<file path="src/rtl/nr4sdm_pkg.sv">
// Shared types and constants for the NR4SD- serial decoder.
package nr4sdm_pkg;

    typedef enum logic [1:0] {
        ST_IDLE   = 2'd0,
        ST_DECODE = 2'd1,
        ST_DONE   = 2'd2
    } state_t;

    typedef logic signed [2:0] digit_t;

    // Modified-Booth magnitude codes, packed as {two, one}
    localparam logic [1:0] MB_ZERO    = 2'b00;
    localparam logic [1:0] MB_ONE     = 2'b01;
    localparam logic [1:0] MB_TWO     = 2'b10;
    localparam logic [1:0] MB_ILLEGAL = 2'b11;

    localparam digit_t DIG_ZERO  = 3'sb000;
    localparam digit_t DIG_POS1  = 3'sb001;
    localparam digit_t DIG_POS2  = 3'sb010;
    localparam digit_t DIG_NEG1  = 3'sb111;
    localparam digit_t DIG_NEG2  = 3'sb110;

endpackage

</file>
<file path="src/rtl/nr4sdm_digit_value.sv">
// Value of one recoded radix-4 digit: NR4SD- pair or the top Modified-Booth digit.
module nr4sdm_digit_value
    import nr4sdm_pkg::*;
(
    input  logic   mb_sel,
    input  logic   nm,
    input  logic   np,
    input  logic   sign,
    input  logic   one,
    input  logic   two,
    output digit_t digit,
    output logic   illegal
);

    always_comb begin
        digit   = DIG_ZERO;
        illegal = 1'b0;
        if (mb_sel) begin
            case ({two, one})
                MB_ZERO: digit = DIG_ZERO;
                MB_ONE:  digit = sign ? DIG_NEG1 : DIG_POS1;
                MB_TWO:  digit = sign ? DIG_NEG2 : DIG_POS2;
                default: begin
                    // one & two together is not a valid code; contribute nothing
                    digit   = DIG_ZERO;
                    illegal = 1'b1;
                end
            endcase
        end else begin
            case ({nm, np})
                2'b00:   digit = DIG_ZERO;
                2'b01:   digit = DIG_POS1;
                2'b10:   digit = DIG_NEG2;
                default: digit = DIG_NEG1;
            endcase
        end
    end

endmodule

</file>
<file path="src/rtl/nr4sdm_serial_decoder.sv">
// Serial NR4SD- to two's-complement decoder: one radix-4 digit per clock, MSB first (Horner).
module nr4sdm_serial_decoder
    import nr4sdm_pkg::*;
#(
    parameter int unsigned WIDTH = 16
) (
    input  logic                   clk,
    input  logic                   rst,
    input  logic                   in_valid,
    output logic                   in_ready,
    input  logic [WIDTH/2-2:0]     nm,
    input  logic [WIDTH/2-2:0]     np,
    input  logic                   sign,
    input  logic                   one,
    input  logic                   two,
    output logic                   out_valid,
    input  logic                   out_ready,
    output logic [WIDTH-1:0]       result,
    output logic                   err
);

    localparam int unsigned NRD = WIDTH / 2 - 1;
    localparam int unsigned AW  = WIDTH + 2;
    localparam int unsigned CW  = $clog2(WIDTH / 2 + 1);
    localparam int unsigned IW  = (NRD > 1) ? $clog2(NRD) : 1;

    localparam logic [CW-1:0] NRD_C  = CW'(NRD);
    localparam logic [CW-1:0] LAST_C = CW'(WIDTH / 2);

    state_t                state;
    logic [CW-1:0]         cnt;
    logic signed [AW-1:0]  acc;
    logic [NRD-1:0]        nm_q;
    logic [NRD-1:0]        np_q;
    logic                  sign_q;
    logic                  one_q;
    logic                  two_q;

    logic [IW-1:0]         sel_idx;
    logic [NRD-1:0]        sel_mask;
    logic                  dv_mb_sel;
    logic                  dv_nm;
    logic                  dv_np;
    logic                  dv_sign;
    logic                  dv_one;
    logic                  dv_two;
    digit_t                dv_digit;
    logic                  dv_illegal;

    // Step k (k >= 1) consumes NR4SD- digit NRD-k; step 0 the top MB digit
    assign sel_idx  = IW'(NRD_C - cnt);
    assign sel_mask = NRD'(1) << sel_idx;

    // In IDLE the evaluator sees the live top digit so the illegal flag is ready at accept
    always_comb begin
        dv_mb_sel = 1'b1;
        dv_nm     = 1'b0;
        dv_np     = 1'b0;
        dv_sign   = sign;
        dv_one    = one;
        dv_two    = two;
        if (state == ST_DECODE) begin
            dv_mb_sel = (cnt == '0);
            dv_nm     = |(nm_q & sel_mask);
            dv_np     = |(np_q & sel_mask);
            dv_sign   = sign_q;
            dv_one    = one_q;
            dv_two    = two_q;
        end
    end

    nr4sdm_digit_value u_digit_value (
        .mb_sel  (dv_mb_sel),
        .nm      (dv_nm),
        .np      (dv_np),
        .sign    (dv_sign),
        .one     (dv_one),
        .two     (dv_two),
        .digit   (dv_digit),
        .illegal (dv_illegal)
    );

    always_ff @(posedge clk or posedge rst) begin
        if (rst) begin
            state     <= ST_IDLE;
            in_ready  <= 1'b1;
            out_valid <= 1'b0;
            result    <= '0;
            err       <= 1'b0;
            cnt       <= '0;
            acc       <= '0;
            nm_q      <= '0;
            np_q      <= '0;
            sign_q    <= 1'b0;
            one_q     <= 1'b0;
            two_q     <= 1'b0;
        end else begin
            case (state)
                ST_IDLE: begin
                    if (in_valid && in_ready) begin
                        nm_q     <= nm;
                        np_q     <= np;
                        sign_q   <= sign;
                        one_q    <= one;
                        two_q    <= two;
                        err      <= dv_illegal;
                        acc      <= '0;
                        cnt      <= '0;
                        in_ready <= 1'b0;
                        state    <= ST_DECODE;
                    end
                end
                ST_DECODE: begin
                    if (cnt == LAST_C) begin
                        result    <= acc[WIDTH-1:0];
                        out_valid <= 1'b1;
                        state     <= ST_DONE;
                    end else begin
                        acc <= (acc << 2) + {{(AW-3){dv_digit[2]}}, dv_digit};
                        cnt <= cnt + CW'(1);
                    end
                end
                ST_DONE: begin
                    if (out_ready) begin
                        out_valid <= 1'b0;
                        in_ready  <= 1'b1;
                        state     <= ST_IDLE;
                    end
                end
                default: begin
                    state    <= ST_IDLE;
                    in_ready <= 1'b1;
                end
            endcase
        end
    end

endmodule

</file>
<file path="config.mk">
export PLATFORM = sky130hd
export DESIGN_NAME = nr4sdm_serial_decoder
export DESIGN_NICKNAME = d
export VERILOG_FILES = /design/src/rtl/nr4sdm_pkg.sv /design/src/rtl/nr4sdm_digit_value.sv /design/src/rtl/nr4sdm_serial_decoder.sv
export SDC_FILE = /design/constraint.sdc
export NUM_CORES = 1
export LEC_CHECK = 0
export ABC_AREA = 1
export CAP_MARGIN = 20
export CORE_UTILIZATION = 40
export DETAILED_ROUTE_END_ITERATION = 16
export GPL_TIMING_DRIVEN = 0
export SLEW_MARGIN = 0
export SYNTH_ARGS = -nofsm -noshare
export SYNTH_HDL_FRONTEND = slang
export SYNTH_SLANG_ARGS = --single-unit
</file>
<file path="constraint.sdc">
create_clock -name clk -period 3.5 [get_ports clk]
set_input_delay 0.35 -clock clk [delete_from_list [all_inputs] [get_ports clk]]
set_output_delay 0.35 -clock clk [all_outputs]
set_load 0.1 [all_outputs]
</file>
[Word-level counts from Yosys, hierarchy flattened]
Cells that the tools add are included.
Storage, ports and cells
  register bits: 58
  output and inout bits: 19
Operators by class
  add/subtract/negate cells: 3
  eq/ne operators: 11
  shift-type cells: 1
  muxes and demuxes: 29
  bitwise gates (word level): 3
  reduce and logical (&&, ||, !) cells: 16
Operators by type and width (number)
  16-bit 2-to-1 mux: 2
  16-bit one-hot mux with 2 select lines: 1
  16-bit adder: 1
  7-bit bitwise AND: 2
  7-bit OR reduction: 2
  1-bit 2-to-1 mux: 12
  3-bit AND reduction: 4
  3-bit 2-to-1 mux: 3
  3-bit one-hot mux with 3 select lines: 1
  4-bit 2-to-1 mux: 2
  4-bit one-hot mux with 2 select lines: 1
  1-bit by 3-bit << shifter with 7-bit output, first input constant: 1
  2-bit by 1-bit equality test with 1-bit output, second input constant: 3
  2-bit equality test, second input constant: 3
  2-bit logical NOT: 3
  2-bit 2-to-1 mux: 3
  2-bit inequality test, second input constant: 3
  2-bit one-hot mux with 3 select lines: 1
  3-bit one-hot mux with 2 select lines: 1
  4-bit by 1-bit adder with 4-bit output, second input constant: 1
  4-bit equality test, second input constant: 1
  4-bit logical NOT: 1
  2-bit AND reduction: 2
  2-bit nonzero test: 2
  7 further kinds: 7

[Depth between registers and ports, before layout]
  depth in word-level cells: 11
  gate-level depth with buffers: 23
  mapped depth without buffers: 23

[Modules after synthesis]
Synthesis repeated with hierarchy kept, for this count alone.
Second synthesis, totals
  cell total of the unflattened synthesis: 429
  area, all modules: 3363.2 um2
By module, submodules not included
  nr4sdm_serial_decoder: instances 1, cells each 406, area an instance 3238.1 um2
  nr4sdm_digit_value: instances 1, cells each 23, area an instance 125.1 um2

[Least setup slack after synthesis]
OpenSTA, ideal clock, no wires.
  kind: register -> register
  start: reg state[1]
  end: reg acc[12]
  data arrival time: 2.902 ns
  data required time: 3.383 ns
  path slack: 0.481 ns
  stages on the path, launching flop included: 22
  buffers on the path: 0
  clock period less this slack: 3.019 ns
  cell sequence: dfrtp_1 > inv_2 > nand2_2 > o21ai_0 > inv_1 > ha_1 > nor2_1 > nor2_1 > nand3_1 > nand2_1 > nand2_1 > inv_1 > ha_1 > fa_1 > nand3_1 > nand2_1 > nand2_1 > nand3_1 > nand2_1 > nand3b_1 > nand3_1 > nand2_1
On the way
  longest elaborated chain between the ends: 8
  elaborated cells between the ends (all ways): 25
  those cells by class: add/sub: 1; eq/ne: 7; mux: 13; reduce/logical: 4
Ends and longest elaborated chain
  from (decl): RTL line nr4sdm_serial_decoder.sv:30  | state_t state;
  from (signal assigned): RTL line nr4sdm_serial_decoder.sv:85  | state <= ST_IDLE;
  from (signal assigned): RTL line nr4sdm_serial_decoder.sv:110  | state <= ST_DECODE;
  from (signal assigned): RTL line nr4sdm_serial_decoder.sv:117  | state <= ST_DONE;
  2-bit by 1-bit equality test with 1-bit output: RTL line nr4sdm_serial_decoder.sv:62, nr4sdm_serial_decoder.sv:98
  1-bit 2-to-1 mux: RTL line nr4sdm_serial_decoder.sv:62  | if (state == ST_DECODE) begin
  2-bit equality test, or another cell as far along: RTL line nr4sdm_digit_value.sv:30  | case ({nm, np})
  3-bit one-hot mux with 3 select lines or 3-bit one-hot mux with 2 select lines (tied branches): RTL line nr4sdm_digit_value.sv:30, nr4sdm_digit_value.sv:19
  3-bit 2-to-1 mux: RTL line nr4sdm_digit_value.sv:18  | if (mb_sel) begin
  16-bit adder: RTL line nr4sdm_serial_decoder.sv:119  | acc <= (acc << 2) + {{(AW-3){dv_digit[2]}}, dv_digit};
  16-bit 2-to-1 mux: RTL line nr4sdm_serial_decoder.sv:114  | if (cnt == LAST_C) begin
  16-bit one-hot mux with 2 select lines: RTL line nr4sdm_serial_decoder.sv:98  | case (state)
  to (signal assigned): RTL line nr4sdm_serial_decoder.sv:119
  to (decl): RTL line nr4sdm_serial_decoder.sv:32  | logic signed [AW-1:0] acc;
Several ways; a longest one is shown, not always the timed one. The select of a mux whose other input is x is not followed.
A chain may end at the register's enable or synchronous reset.

[Final worst setup path]
Ends and elaborated chain as after synthesis.

==> results_dict.tcl <==
set metrics [dict create \
    path_clk_slew_ps 70 \
    r2r-start "state[1]" \
    core_area_um2 7810 \
    dieHeight_um 92.5 \
    grt_antenna_before_repair 0 \
    yosys.cell_count.top_type "nand2_1" \
    max_freq_mhz 314 \
    setup_viol 0 \
    slew_viol_final 0 \
    critPathMostFrequentCell "nand2_1" \
    top_layer_used "met4" \
    ctsHoldBuffers 0 \
    area_growth_syn_to_layout_pct 24.4 \
    syn_avg_cell_area_um2 7.95 \
    grt_overflow 0 \
    first_global_vias 2807 \
    fin_hold_ws_ps 362 \
    crit_required_ps 3730 \
    cts_buffer_depth 2 \
    synthArstFlopShare 1.00 \
    synth-edff-count 0 \
    r2r_end "acc[12]" \
    synth.area.top_cells "dfrtp_1 (44%), nand2_1 (15%), ha_1 (9.2%)" \
    path_cells "inv_2, nand2_4, o21ai_1, inv_1, ha_1, nor2_1, nand3_1, nand2_1, nand2_2, clkinvlp_4, ha_1, fa_1, nand3_1, nand2_1, nand2_1, nand3_1, nand2_1, nand3b_1, nand3_1, nand2_1" \
    n_fill_cell 753 \
    crit_fanout 8 \
    dieArea_um2 8560 \
    m1WireLength_um 3380 \
    vias 2783 \
    antenna_cells 0 \
    synth_top_cell_by_area "dfrtp_1" \
    status "finished, final reports clean" \
    initial_core_util 0.420 \
    tightest_slew_ps 987 \
    route.met2.wl_um 3590 \
    slowest_delay_ps 420 \
    start_kind "register" \
    crit_start "state[1]" \
    grt_pass1_wl_um 13100 \
    drtIter0Drc 133 \
    grt_start_max_net_pins 36 \
    io_buffer_count 39 \
    clockRootBuffer "clkbuf_8" \
    ys.flop_type "dfrtp_1" \
    wirelength_um 7300 \
    ys_seq_area_frac 0.443 \
    timing.final.hold_violations 0 \
    globalplace.congestion 0.850 \
    crit_arrival_ps 3410 \
    ys_types 31 \
    postRouteAntennaNets 0 \
    rrSetupSlack_ps 320 \
    io_pins 40 \
    yosysWarnings 0 \
    ys_top_cells_by_count "nand2_1 (134), dfrtp_1 (57), inv_1 (47)" \
    final_nets 511 \
    maxSlewHeadroom 0.340 \
    wire_per_inst_um 12.8 \
    cp_slowest_cell "fa_1" \
    synth_top_area_frac 0.435 \
    grtUsageTotal 0.196 \
    cts_made_buffers 9 \
    clock-sinks 58 \
    period_share 0.909 \
    synth_nets 458 \
    vias_per_cell 4.87 \
    min_period_ps 3180 \
    cp-end-kind "register" \
    hpwl_um 5410 \
    critPathKind "register to register" \
    hp-class "input pin to asynchronous set/reset pin" \
    maxCapViolations 0 \
    drive_above_1_share 0.0979 \
    drc 0 \
    rows 32 \
    cts_tree "built" \
    syn-instance-count 412 \
    die_x_um 92.5 \
    finClkSkew_ps 8.36 \
    synth-seq-cells 58 \
    routed-wl-met3_um 228 \
    dr.pass1.iters 4 \
    clk_latency_ps 340 \
    rsz0062_at_grt "no" \
    h-tree-depth 3 \
    pre_cts_slack_ps -241 \
    fin_ws_ps 320 \
    syn_area_um2 3280 \
    ff2ff_path_depth 20 \
]
==> what timing repair did <==
action | in CTS | in global routing
setup buffers | 2 | 0
endpoints found under the hold margin | 0 | 0
gates resized for setup | 1 | 10
endpoints found under the setup margin | 6 | 9
pin swaps | 0 | 0
==> metrics by stage <==
stage | setup TNS, ps | instances | utilization | area (µm²)
5_1_grt | 0 | 572 | 0.522 | 4080
3_5_place_dp | -1270 | 554 | 0.488 | 3810
3_3_place_gp | -718 | 553 | 0.486 | 3790
6_report | 0 | 572 | 0.522 | 4080
2_1_floorplan | 0 | 412 | - | 3280
4_1_cts | 0 | 572 | 0.519 | 4050
==> final cells by class <==
cell class / instances / area, µm² / share of cell area
timing repair buffer: 42 / 425 / 0.104
sequential: 58 / 1450 / 0.357
buffer: 9 / 63.8 / 0.0157
clock buffer: 11 / 141 / 0.0347
multi-input combinational: 295 / 1590 / 0.390
tap: 102 / 128 / 0.0313
inverter: 50 / 196 / 0.0482
clock inverter: 5 / 77.6 / 0.0190
==> kinds of logic after synthesis <==
group | count (synthesis) | share of synthesized area
simple gates | 200 | 0.252
mux | 3 | 0.0126
buf+inv | 59 | 0.0783
flops | 58 | 0.443
compound gates | 65 | 0.111
xor+xnor | 2 | 0.00535
fa+ha+maj | 25 | 0.0978
==> sequential cells by signal (all words and copies together), names as in the netlist <==
name / count
acc: 16
result: 16
nm_q: 7
np_q: 7
cnt: 4
state: 2
err: 1
in_ready: 1
one_q: 1
out_valid: 1
sign_q: 1
two_q: 1
==> worst max-delay path by stage <==
stage | endpoint | slack [ps] | cells after the start
floorplan | acc[12] | 480 | 21
global placement | acc[12] | -170 | 22
detailed placement | acc[12] | -240 | 22
CTS | acc[12] | 70 | 20
global route | acc[15] | 10 | 22
finish | acc[12] | 320 | 20
==> per-layer routing <==
metal  up-vias  track usage
li1       1431            -
met5         -            0
met4         0       0.0651
met3         8       0.0493
met1      1295        0.245
met2        49        0.329
==> cell usage in the layout, fill, tap and decap left out, drive strengths merged <==
| master | instances |
|---|---|
| bufinv | 2 |
| a21boi | 1 |
| o21bai | 1 |
| o21ai | 38 |
| clkbuf | 13 |
| xnor2 | 2 |
| a21o | 2 |
| dfstp | 1 |
| o211ai | 1 |
| inv | 48 |
| fa | 1 |
| clkinv | 3 |
| mux2 | 3 |
| o22ai | 5 |
| clkdlybuf4s50 | 39 |
| nand4 | 2 |
| nor2 | 22 |
| clkinvlp | 2 |
| nand2 | 138 |
| dfrtp | 57 |
| ha | 24 |
| nand3b | 2 |
| nand3 | 35 |
| and2 | 1 |
| o31ai | 3 |
| a21oi | 14 |
| buf | 10 |
==> critical path: cells and delay by family, from the launching register on <==
kind,cells,cell delay [ps]
compound gates,1,180
simple gates,13,1230
fa+ha+maj,3,950
flops,1,400
buf+inv,3,290
Power is left out: the tool's default activity adds up to more than one toggle a clock period on the data nets, which glitch-free logic cannot reach.
